===== src/rtl/matrix_alu_sequencer_if.sv =====
// Host command, byte memory and matrix ALU signal bundle
// for the matrix ALU sequencer.
interface matrix_alu_sequencer_if #(
  parameter int ADDR_W = 8
);
  logic              cmd_valid;
  logic              cmd_ready;
  logic [2:0]        cmd_op;
  logic [1:0]        cmd_size;
  logic [7:0]        cmd_scalar;
  logic [ADDR_W-1:0] cmd_base_a;
  logic [ADDR_W-1:0] cmd_base_b;
  logic [ADDR_W-1:0] cmd_base_r;

  logic              mem_rd_en;
  logic [ADDR_W-1:0] mem_rd_addr;
  logic [7:0]        mem_rd_data;
  logic              mem_wr_en;
  logic [ADDR_W-1:0] mem_wr_addr;
  logic [7:0]        mem_wr_data;

  logic [2:0]        alu_op_code;
  logic [1:0]        alu_matrix_size;
  logic [7:0]        alu_scalar;
  logic [199:0]      alu_matrix_a;
  logic [199:0]      alu_matrix_b;
  logic              alu_start;
  logic              alu_process_done;
  logic              alu_overflow;
  logic [199:0]      alu_result;

  logic              busy;
  logic              done;
  logic              status_overflow;
  logic              status_timeout;
  logic              status_error;

  modport master (
    input  cmd_valid, cmd_op, cmd_size, cmd_scalar,
    input  cmd_base_a, cmd_base_b, cmd_base_r,
    input  mem_rd_data,
    input  alu_process_done, alu_overflow, alu_result,
    output cmd_ready,
    output mem_rd_en, mem_rd_addr,
    output mem_wr_en, mem_wr_addr, mem_wr_data,
    output alu_op_code, alu_matrix_size, alu_scalar,
    output alu_matrix_a, alu_matrix_b, alu_start,
    output busy, done,
    output status_overflow, status_timeout, status_error
  );

  modport slave (
    output cmd_valid, cmd_op, cmd_size, cmd_scalar,
    output cmd_base_a, cmd_base_b, cmd_base_r,
    output mem_rd_data,
    output alu_process_done, alu_overflow, alu_result,
    input  cmd_ready,
    input  mem_rd_en, mem_rd_addr,
    input  mem_wr_en, mem_wr_addr, mem_wr_data,
    input  alu_op_code, alu_matrix_size, alu_scalar,
    input  alu_matrix_a, alu_matrix_b, alu_start,
    input  busy, done,
    input  status_overflow, status_timeout, status_error
  );
endinterface


===== src/rtl/matrix_alu_sequencer.sv =====
// Matrix ALU sequencer: loads operands from byte memory,
// runs the ALU with a timeout and writes the result back.
module matrix_alu_sequencer #(
  parameter int ADDR_W  = 8,
  parameter int TIMEOUT = 1023
) (
  input  logic                   clk,
  input  logic                   rst,
  matrix_alu_sequencer_if.master bus
);

  typedef enum logic [2:0] {
    S_IDLE,
    S_LOAD_A,
    S_LOAD_B,
    S_START,
    S_WAIT,
    S_STORE,
    S_DONE
  } state_t;

  localparam logic [15:0] TMO_LAST = 16'(TIMEOUT - 1);

  state_t state, state_nx;

  logic [2:0]        op_q;
  logic [1:0]        size_q;
  logic [7:0]        scalar_q;
  logic [ADDR_W-1:0] base_a_q;
  logic [ADDR_W-1:0] base_b_q;
  logic [ADDR_W-1:0] base_r_q;
  logic [199:0]      mat_a;
  logic [199:0]      mat_b;
  logic [199:0]      res_q;
  logic [4:0]        cnt;
  logic [2:0]        row;
  logic [2:0]        col;
  logic [15:0]       tmr;
  logic              pend_v;
  logic              pend_b;
  logic [4:0]        pend_k;
  logic              st_ovf;
  logic              st_tmo;
  logic              st_err;

  logic [2:0]        n_last;
  logic [4:0]        nn;
  logic [4:0]        k_cur;
  logic              need_b;
  logic              st_last;
  logic              accept;
  logic              rd_en;
  logic              wr_en;
  logic              start;
  logic              done_p;
  logic              tmr_hit;
  logic [ADDR_W-1:0] rd_base;

  assign n_last = {1'b0, size_q} + 3'd1;
  assign k_cur  = ({2'b00, row} << 2) + {2'b00, row} + {2'b00, col};
  assign need_b = (op_q == 3'b000) || (op_q == 3'b001) ||
                  (op_q == 3'b110);
  assign accept = (state == S_IDLE) && bus.cmd_valid;
  assign tmr_hit = (tmr == TMO_LAST);
  assign rd_base = (state == S_LOAD_B) ? base_b_q : base_a_q;

  always_comb begin
    nn = 5'd4;
    unique case (size_q)
      2'd0: nn = 5'd4;
      2'd1: nn = 5'd9;
      2'd2: nn = 5'd16;
      2'd3: nn = 5'd25;
    endcase
  end

  // Determinant results are a single scalar in element 0
  assign st_last = (op_q == 3'b101) ? (cnt == 5'd0)
                                    : (cnt == nn - 5'd1);

  always_comb begin
    state_nx = state;
    rd_en    = 1'b0;
    wr_en    = 1'b0;
    start    = 1'b0;
    done_p   = 1'b0;
    unique case (state)
      S_IDLE: begin
        if (bus.cmd_valid)
          state_nx = (bus.cmd_op == 3'b111) ? S_DONE : S_LOAD_A;
      end
      S_LOAD_A: begin
        rd_en = (cnt != nn);
        if (cnt == nn)
          state_nx = need_b ? S_LOAD_B : S_START;
      end
      S_LOAD_B: begin
        rd_en = (cnt != nn);
        if (cnt == nn)
          state_nx = S_START;
      end
      S_START: begin
        start    = 1'b1;
        state_nx = S_WAIT;
      end
      S_WAIT: begin
        if (bus.alu_process_done)
          state_nx = S_STORE;
        else if (tmr_hit)
          state_nx = S_DONE;
      end
      S_STORE: begin
        wr_en = 1'b1;
        if (st_last)
          state_nx = S_DONE;
      end
      S_DONE: begin
        done_p   = 1'b1;
        state_nx = S_IDLE;
      end
      default: state_nx = S_IDLE;
    endcase
  end

  always_ff @(posedge clk) begin
    if (rst) begin
      state    <= S_IDLE;
      op_q     <= '0;
      size_q   <= '0;
      scalar_q <= '0;
      base_a_q <= '0;
      base_b_q <= '0;
      base_r_q <= '0;
      mat_a    <= '0;
      mat_b    <= '0;
      res_q    <= '0;
      cnt      <= '0;
      row      <= '0;
      col      <= '0;
      tmr      <= '0;
      pend_v   <= 1'b0;
      pend_b   <= 1'b0;
      pend_k   <= '0;
      st_ovf   <= 1'b0;
      st_tmo   <= 1'b0;
      st_err   <= 1'b0;
    end else begin
      state  <= state_nx;
      pend_v <= rd_en;
      pend_b <= (state == S_LOAD_B);
      pend_k <= k_cur;

      if (state != state_nx) begin
        cnt <= '0;
        row <= '0;
        col <= '0;
      end else if (state == S_LOAD_A || state == S_LOAD_B ||
                   state == S_STORE) begin
        cnt <= cnt + 5'd1;
        if (col == n_last) begin
          col <= '0;
          row <= row + 3'd1;
        end else begin
          col <= col + 3'd1;
        end
      end

      tmr <= (state == S_WAIT) ? tmr + 16'd1 : 16'd0;

      // Read data lands one cycle after its strobe
      if (pend_v) begin
        if (pend_b)
          mat_b[{pend_k, 3'b000} +: 8] <= bus.mem_rd_data;
        else
          mat_a[{pend_k, 3'b000} +: 8] <= bus.mem_rd_data;
      end

      if (state == S_WAIT) begin
        if (bus.alu_process_done) begin
          res_q  <= bus.alu_result;
          st_ovf <= bus.alu_overflow;
        end else if (tmr_hit) begin
          st_tmo <= 1'b1;
        end
      end

      if (accept) begin
        op_q     <= bus.cmd_op;
        size_q   <= bus.cmd_size;
        scalar_q <= bus.cmd_scalar;
        base_a_q <= bus.cmd_base_a;
        base_b_q <= bus.cmd_base_b;
        base_r_q <= bus.cmd_base_r;
        mat_a    <= '0;
        mat_b    <= '0;
        st_ovf   <= 1'b0;
        st_tmo   <= 1'b0;
        st_err   <= (bus.cmd_op == 3'b111);
      end
    end
  end

  assign bus.cmd_ready       = (state == S_IDLE);
  assign bus.busy            = (state != S_IDLE);
  assign bus.done            = done_p;
  assign bus.mem_rd_en       = rd_en;
  assign bus.mem_rd_addr     = rd_en ? rd_base + ADDR_W'(cnt) : '0;
  assign bus.mem_wr_en       = wr_en;
  assign bus.mem_wr_addr     = wr_en ? base_r_q + ADDR_W'(cnt) : '0;
  assign bus.mem_wr_data     = wr_en ? res_q[{k_cur, 3'b000} +: 8] : '0;
  assign bus.alu_op_code     = op_q;
  assign bus.alu_matrix_size = size_q;
  assign bus.alu_scalar      = scalar_q;
  assign bus.alu_matrix_a    = mat_a;
  assign bus.alu_matrix_b    = mat_b;
  assign bus.alu_start       = start;
  assign bus.status_overflow = st_ovf;
  assign bus.status_timeout  = st_tmo;
  assign bus.status_error    = st_err;

endmodule


===== src/flat_wrapper.sv =====
// flat-port wrapper written by rule: the top's interface ports become plain ports
module matrix_alu_sequencer_flat 
#(
  parameter int ADDR_W  = 8,
  parameter int TIMEOUT = 1023
)
  (clk, rst, bus_cmd_valid, bus_cmd_op, bus_cmd_size, bus_cmd_scalar, bus_cmd_base_a, bus_cmd_base_b, bus_cmd_base_r, bus_mem_rd_data, bus_alu_process_done, bus_alu_overflow, bus_alu_result, bus_cmd_ready, bus_mem_rd_en, bus_mem_rd_addr, bus_mem_wr_en, bus_mem_wr_addr, bus_mem_wr_data, bus_alu_op_code, bus_alu_matrix_size, bus_alu_scalar, bus_alu_matrix_a, bus_alu_matrix_b, bus_alu_start, bus_busy, bus_done, bus_status_overflow, bus_status_timeout, bus_status_error);
  matrix_alu_sequencer_if #(.ADDR_W(ADDR_W)) bus_i ();
  input  logic clk;
  input  logic rst;
  input wire logic [$bits(bus_i.cmd_valid)-1:0] bus_cmd_valid;
  input wire logic [$bits(bus_i.cmd_op)-1:0] bus_cmd_op;
  input wire logic [$bits(bus_i.cmd_size)-1:0] bus_cmd_size;
  input wire logic [$bits(bus_i.cmd_scalar)-1:0] bus_cmd_scalar;
  input wire logic [$bits(bus_i.cmd_base_a)-1:0] bus_cmd_base_a;
  input wire logic [$bits(bus_i.cmd_base_b)-1:0] bus_cmd_base_b;
  input wire logic [$bits(bus_i.cmd_base_r)-1:0] bus_cmd_base_r;
  input wire logic [$bits(bus_i.mem_rd_data)-1:0] bus_mem_rd_data;
  input wire logic [$bits(bus_i.alu_process_done)-1:0] bus_alu_process_done;
  input wire logic [$bits(bus_i.alu_overflow)-1:0] bus_alu_overflow;
  input wire logic [$bits(bus_i.alu_result)-1:0] bus_alu_result;
  output wire logic [$bits(bus_i.cmd_ready)-1:0] bus_cmd_ready;
  output wire logic [$bits(bus_i.mem_rd_en)-1:0] bus_mem_rd_en;
  output wire logic [$bits(bus_i.mem_rd_addr)-1:0] bus_mem_rd_addr;
  output wire logic [$bits(bus_i.mem_wr_en)-1:0] bus_mem_wr_en;
  output wire logic [$bits(bus_i.mem_wr_addr)-1:0] bus_mem_wr_addr;
  output wire logic [$bits(bus_i.mem_wr_data)-1:0] bus_mem_wr_data;
  output wire logic [$bits(bus_i.alu_op_code)-1:0] bus_alu_op_code;
  output wire logic [$bits(bus_i.alu_matrix_size)-1:0] bus_alu_matrix_size;
  output wire logic [$bits(bus_i.alu_scalar)-1:0] bus_alu_scalar;
  output wire logic [$bits(bus_i.alu_matrix_a)-1:0] bus_alu_matrix_a;
  output wire logic [$bits(bus_i.alu_matrix_b)-1:0] bus_alu_matrix_b;
  output wire logic [$bits(bus_i.alu_start)-1:0] bus_alu_start;
  output wire logic [$bits(bus_i.busy)-1:0] bus_busy;
  output wire logic [$bits(bus_i.done)-1:0] bus_done;
  output wire logic [$bits(bus_i.status_overflow)-1:0] bus_status_overflow;
  output wire logic [$bits(bus_i.status_timeout)-1:0] bus_status_timeout;
  output wire logic [$bits(bus_i.status_error)-1:0] bus_status_error;
  assign bus_i.cmd_valid = bus_cmd_valid;
  assign bus_i.cmd_op = bus_cmd_op;
  assign bus_i.cmd_size = bus_cmd_size;
  assign bus_i.cmd_scalar = bus_cmd_scalar;
  assign bus_i.cmd_base_a = bus_cmd_base_a;
  assign bus_i.cmd_base_b = bus_cmd_base_b;
  assign bus_i.cmd_base_r = bus_cmd_base_r;
  assign bus_i.mem_rd_data = bus_mem_rd_data;
  assign bus_i.alu_process_done = bus_alu_process_done;
  assign bus_i.alu_overflow = bus_alu_overflow;
  assign bus_i.alu_result = bus_alu_result;
  assign bus_cmd_ready = bus_i.cmd_ready;
  assign bus_mem_rd_en = bus_i.mem_rd_en;
  assign bus_mem_rd_addr = bus_i.mem_rd_addr;
  assign bus_mem_wr_en = bus_i.mem_wr_en;
  assign bus_mem_wr_addr = bus_i.mem_wr_addr;
  assign bus_mem_wr_data = bus_i.mem_wr_data;
  assign bus_alu_op_code = bus_i.alu_op_code;
  assign bus_alu_matrix_size = bus_i.alu_matrix_size;
  assign bus_alu_scalar = bus_i.alu_scalar;
  assign bus_alu_matrix_a = bus_i.alu_matrix_a;
  assign bus_alu_matrix_b = bus_i.alu_matrix_b;
  assign bus_alu_start = bus_i.alu_start;
  assign bus_busy = bus_i.busy;
  assign bus_done = bus_i.done;
  assign bus_status_overflow = bus_i.status_overflow;
  assign bus_status_timeout = bus_i.status_timeout;
  assign bus_status_error = bus_i.status_error;
  matrix_alu_sequencer #(.ADDR_W(ADDR_W), .TIMEOUT(TIMEOUT)) u_core (.clk(clk), .rst(rst), .bus(bus_i));
endmodule

===== config.mk =====
export PLATFORM = sky130hd
export DESIGN_NAME = matrix_alu_sequencer_flat
export DESIGN_NICKNAME = d
export VERILOG_FILES = /design/src/rtl/matrix_alu_sequencer_if.sv /design/src/rtl/matrix_alu_sequencer.sv /design/src/flat_wrapper.sv
export SDC_FILE = /design/constraint.sdc
export NUM_CORES = 2
export LEC_CHECK = 0
export BUFFER_PORTS_ARGS = -buffer_cell sky130_fd_sc_hd__buf_2
export CAP_MARGIN = 15
export CORE_AREA = 2 2 270 272
export CTS_BUF_LIST = sky130_fd_sc_hd__clkbuf_4
export DETAILED_ROUTE_END_ITERATION = 12
export DIE_AREA = 0 0 272 274
export PLACE_DENSITY_LB_ADDON = 0.12
export SLEW_MARGIN = 20
export SYNTH_ARGS = -nofsm -noshare
export SYNTH_HDL_FRONTEND = slang
export SYNTH_SLANG_ARGS = --single-unit

===== constraint.sdc =====
create_clock -name clk -period 8.1 [get_ports clk]
set_input_delay 1.215 -clock clk [delete_from_list [all_inputs] [get_ports clk]]
set_output_delay 1.215 -clock clk [all_outputs]
set_load 0.02 [all_outputs]

Word level (Yosys, flattened, before mapping)
Index checks and enable logic that the tools add are counted.
{ "totals": {"reg_bits": 677, "in_bits": 250, "out_inout_bits": 446, "wordCells": 97} }
{ "classes": {"add_sub_neg": 11, "eq_ne": 19, "shifts": 3, "n_mux": 22, "bitwise": 3, "n_reduce_logical": 19} }
{ "op_table": {"columns": ["op", "n"], "rows": [
  ["$bwmux 200", 2],
  ["$shift 8x10->200 const A", 1],
  ["$shiftx 200x9->8", 1],
  ["$shiftx 8x10->200", 1],
  ["$mux 8", 4],
  ["$mux 3", 8],
  ["$pmux 5 s4", 1],
  ["$eq 3x3->1 const B", 6],
  ["$pmux 3 s6", 1],
  ["$add 16x1->16 const B", 1],
  ["$add 8x5->8", 2],
  ["$eq 16x10->1 const B", 1],
  ["$add 5x3->5", 2],
  ["$eq 5x5->1", 2],
  ["$neg 8->10", 1],
  ["$reduce_and 2->1", 4],
  ["$reduce_or 2->1", 4],
  ["$add 3x1->3 const B", 2],
  ["$eq 3x1->1 const B", 2],
  ["$eq 3x2->1 const B", 2],
  ["$logic_not 3->1", 2],
  ["$mux 1", 6],
  ["$add 5x1->5 const B", 1],
  ["$logic_not 5->1", 1],
  ["13 further kinds", 19]
]} }

Longest topological paths before layout
{ "logic_depth": {"depth_word": 9, "depth_mapped": 12, "mapped_depth_nobuf": 10} }

Least setup slack after synthesis
No wires, ideal clock.
{ "synth_timing": {"path_type": "register to output", "startpoint": "register u_core.col[2]", "endpoint": "output port bus_mem_wr_data[0]", "arrival_ps": 3175, "t_required_ps": 6885, "setup_slack_ps": 3710, "path_stages_with_launch": 10, "path_buffers": 2, "cell_sequence": "dfxtp_1 fa_1 inv_1 fa_1 xor2_1 clkbuf_1 buf_2 nand4_1 and3_1 nor4_1"} }
{ "synth_via": {"elab_chain_cells": 3} }
{ "synth_lines": {"columns": ["item", "line", "text"], "rows": [
  ["start, declared", "matrix_alu_sequencer.sv:37", "logic [2:0] col;"],
  ["start signal, assigned", "matrix_alu_sequencer.sv:164", "col <= col + 3'd1;"],
  ["$add 5x3->5", "matrix_alu_sequencer.sv:60", "assign k_cur = ({2'b00, row} << 2) + {2'b00, row} + {2'b00, col};"],
  ["$shiftx 200x9->8", "matrix_alu_sequencer.sv:210", "assign bus.mem_wr_data = wr_en ? res_q[{k_cur, 3'b000} +: 8] : '0;"],
  ["$mux 8", "matrix_alu_sequencer.sv:210", null],
  ["end, declared", "flat_wrapper.sv:27", "output wire logic [$bits(bus_i.mem_wr_data)-1:0] bus_mem_wr_data;"]
]} }
Every way passes these cells.

Final worst setup path
{ "layout_timing": {"startpoint": "register u_core.col[2]", "endpoint": "output port bus_mem_wr_data[1]"} }
Same word-level chain as after synthesis.

==> impl_results.md <==
* Power Density at around 210 mW/mm²
* Final slew viol count at 0
* Area Overhead vs Synth at 23.0%
* Antenna Nets Post-Route at 0
* Yosys top cell by area: dfxtp_1
* Syn Inst Count at 3119
* Post-synth top cells: 677 x dfxtp_1, 659 x nand2_1, 285 x nand3_1
* Fin Clk Skew at between 0.08 and 0.09 ns
* Boundary Pins at 696
* Syn Std Cell Area at ~0.027 mm²
* First-pass GRT wire length at between 100000 and 150000 µm
* Hold Crit Class: in2reg
* Final instance area at between 0.03 and 0.04 mm²
* Outcome: completed
* Fmax at approximately 160 MHz
* Nets at ~4100
* GR Overflow Total at 0
* Slew @ Worst Pin at roughly 1.2 ns
* Post-synthesis sequential area ratio at 0.493
* PostCTS Resize Cnt at 0
* Port Buf Inserts at 695
* CTS buffer count at ~180
* Die height at 274 µm
* Clk root buf: clkbuf_4
* Initial antenna violation count at 4
* Share of layout cells above drive strength 1 at 0.286
* Final Hold Fails at 0
* Hold_buf cts at 0
* Hold Worst Slack at about 0.43 ns
* Rows at 99
* Syn nets at between 3000 and 4000
* Hold path depth at 3
* GP Congestion at roughly 0.83
* DP Cell Count at around 4600
* Non-Filler Instances at about 4900
* R2R depth at 7
* TritonCTS clock tree: yes
* P_leak at roughly 14 nW
* Synth warn at 0
* Worst setup SP type: flop
* DR WL/cell at 20.1 µm
* DR vias at between 20000 and 25000
* Worst Path Required at approximately 6.9 ns
* Width of the die at about 270 µm
* Core area at between 0.07 and 0.08 mm²
* Setup crit end kind: primary output
* DR iter-0 viols at 1489
* Drc violations at 0
* Largest net degree at the start of global routing at between 200 and 250
* Vias in the first global route at roughly 23000
* Yosys cell types at 74
* Setup fix buffers added after clock tree synthesis at 0
* Setup Total Neg Slack at 0 ns
* Dpl hpwl at 70400 µm
* Final clock period utilization by the worst path at 0.792
* Most area-consuming cells after synthesis: dfxtp_1 49%, nand2_1 9.0%, mux2i_1 6.5%, nand3_1 5.2%, o21ai_0 4.8%
* Detailed Route WL at about 98000 µm
* Drt pass-1 iters at 7
* Starting Density at 0.382
* RSZ-0062 raised after global routing: false
* Die ar. at ~0.075 mm²
* EDFF count, synth at 0
* Worst endpoint data arrival time at around 5.2 ns
* Avg Inst Size Synth at about 9 µm²
* Post-synth ARST share at 0
* Clock slew at reported path FFs at approximately 0.06 ns
* Clock sinks at 677
* Headroom to the max-slew limit at 0.229
* Clk buf depth at 3
* Worst-path fanout max at 21
* Synth top area share at 0.493
* Vias per Instance at between 5 and 6
* GRT Total Usage at 0.252
* Fin util at 0.470
* Yosys reg bits at slightly below 700
* Cell with the most instances after synthesis: dfxtp_1
* Worst IR Drop VDD at between 0.00009 and 0.0001 V
* # H-tree levels at 4
* Clock Latency Late Sink at between 1 and 1.5 ns
* Fin crit period at between 6 and 7 ns
* Max Cap Viol at 0
* Ys flop type: dfxtp_1
* Critical path class: reg2out
* Post-DP Area at about 0.031 mm²
* Setup Viol. Count Final at 0
## state kept, by name, indices dropped and copies added (netlist names)
signal                      flops
u_core.bus.alu_op_code          3
u_core.bus.alu_scalar           8
u_core.pend_k                   5
u_core.base_b_q                 8
u_core.tmr                     16
u_core.state                    3
u_core.cnt                      5
u_core.bus.status_error         1
u_core.row                      3
u_core.pend_b                   1
u_core.col                      3
u_core.base_r_q                 8
u_core.bus.alu_matrix_a       200
u_core.bus.alu_matrix_size      2
u_core.bus.alu_matrix_b       200
u_core.bus.status_timeout       1
u_core.res_q                  200
u_core.bus.status_overflow      1
u_core.pend_v                   1
u_core.base_a_q                 8
## stage by stage
step	setup slack, ns	total power [mW]
2_1_floorplan	3.71	3.87
4_1_cts	1.53	7.17
3_3_place_gp	2.62	4.10
3_5_place_dp	2.65	4.10
5_1_grt	1.34	7.41
6_report	1.69	7.07
## logic make-up after synthesis
| family | count (synthesis) | share of synthesized area |
|---|---|---|
| compound gates | 600 | 0.122 |
| xor+xnor | 37 | 0.0121 |
| fa+ha+maj | 34 | 0.0166 |
| buf+inv | 264 | 0.0405 |
| flops | 677 | 0.493 |
| mux | 217 | 0.0939 |
| simple gates | 1290 | 0.222 |
## cells in the final DEF (no fill, tap or decap), types with 23 or more instances in the layout
cell type and n:
a21oi_1 257, and3_1 40, buf_2 694, buf_4 25, clkbuf_4 271, clkinv_1 29, dfxtp_1 677, ha_1 28
inv_1 23, mux2i_1 179, mux4_2 32, nand2_1 657, nand3_1 285, nand4_1 38, nor2_1 134, o21ai_0 265
## final timing paths
kind / slack, ns / startpoint / endpoint
worst min register to register: 0.45 / u_core.bus.status_timeout / u_core.bus.status_timeout
worst max-delay path: 1.69 / u_core.col[2] / bus_mem_wr_data[1]
worst max register to register: 4.52 / u_core.pend_k[0] / u_core.bus.alu_matrix_a[7]
worst min-delay path: 0.43 / bus_cmd_scalar[2] / u_core.bus.alu_scalar[2]
## report_power, final
part	leakage (nW)	internal (mW)	switching (mW)	total, mW
combinational	7.12	0.187	0.418	0.605
sequential	5.46	3.37	0.0415	3.42
clock	1.38	1.57	1.47	3.05
total	14.0	5.13	1.93	7.07
## critical path, cell delays in order (launching register included)
cell and delay, ns:
dfxtp_1 0.35, fa_1 0.57, inv_1 0.05, fa_1 0.96, nor2b_1 0.65, nor3b_2 0.54, nand2_1 0.09, and3_1 0.21
nor4_1 0.54, buf_2 0.29
## final cells by class
type | instances | area [µm²]
timing repair buffer | 721 | 3690
clock buffer | 271 | 2030
fill | 7255 | 38200
tap | 959 | 1200
clock inverter | 46 | 287
sequential | 677 | 13600
antenna | 5 | 12.5
inverter | 23 | 86.3
multi-input combinational | 2178 | 12900
## metal layers
metal | track usage | wire, µm | vias to the layer above
met1 | 0.299 | 40200 | 11416
met3 | 0.0748 | 6860 | 157
met4 | 0.0949 | 2820 | 0
met2 | 0.431 | 48100 | 776
met5 | 0 | 0 | -
li1 | - | - | 12202
No activity file was read; power rests on OpenSTA's default activity.
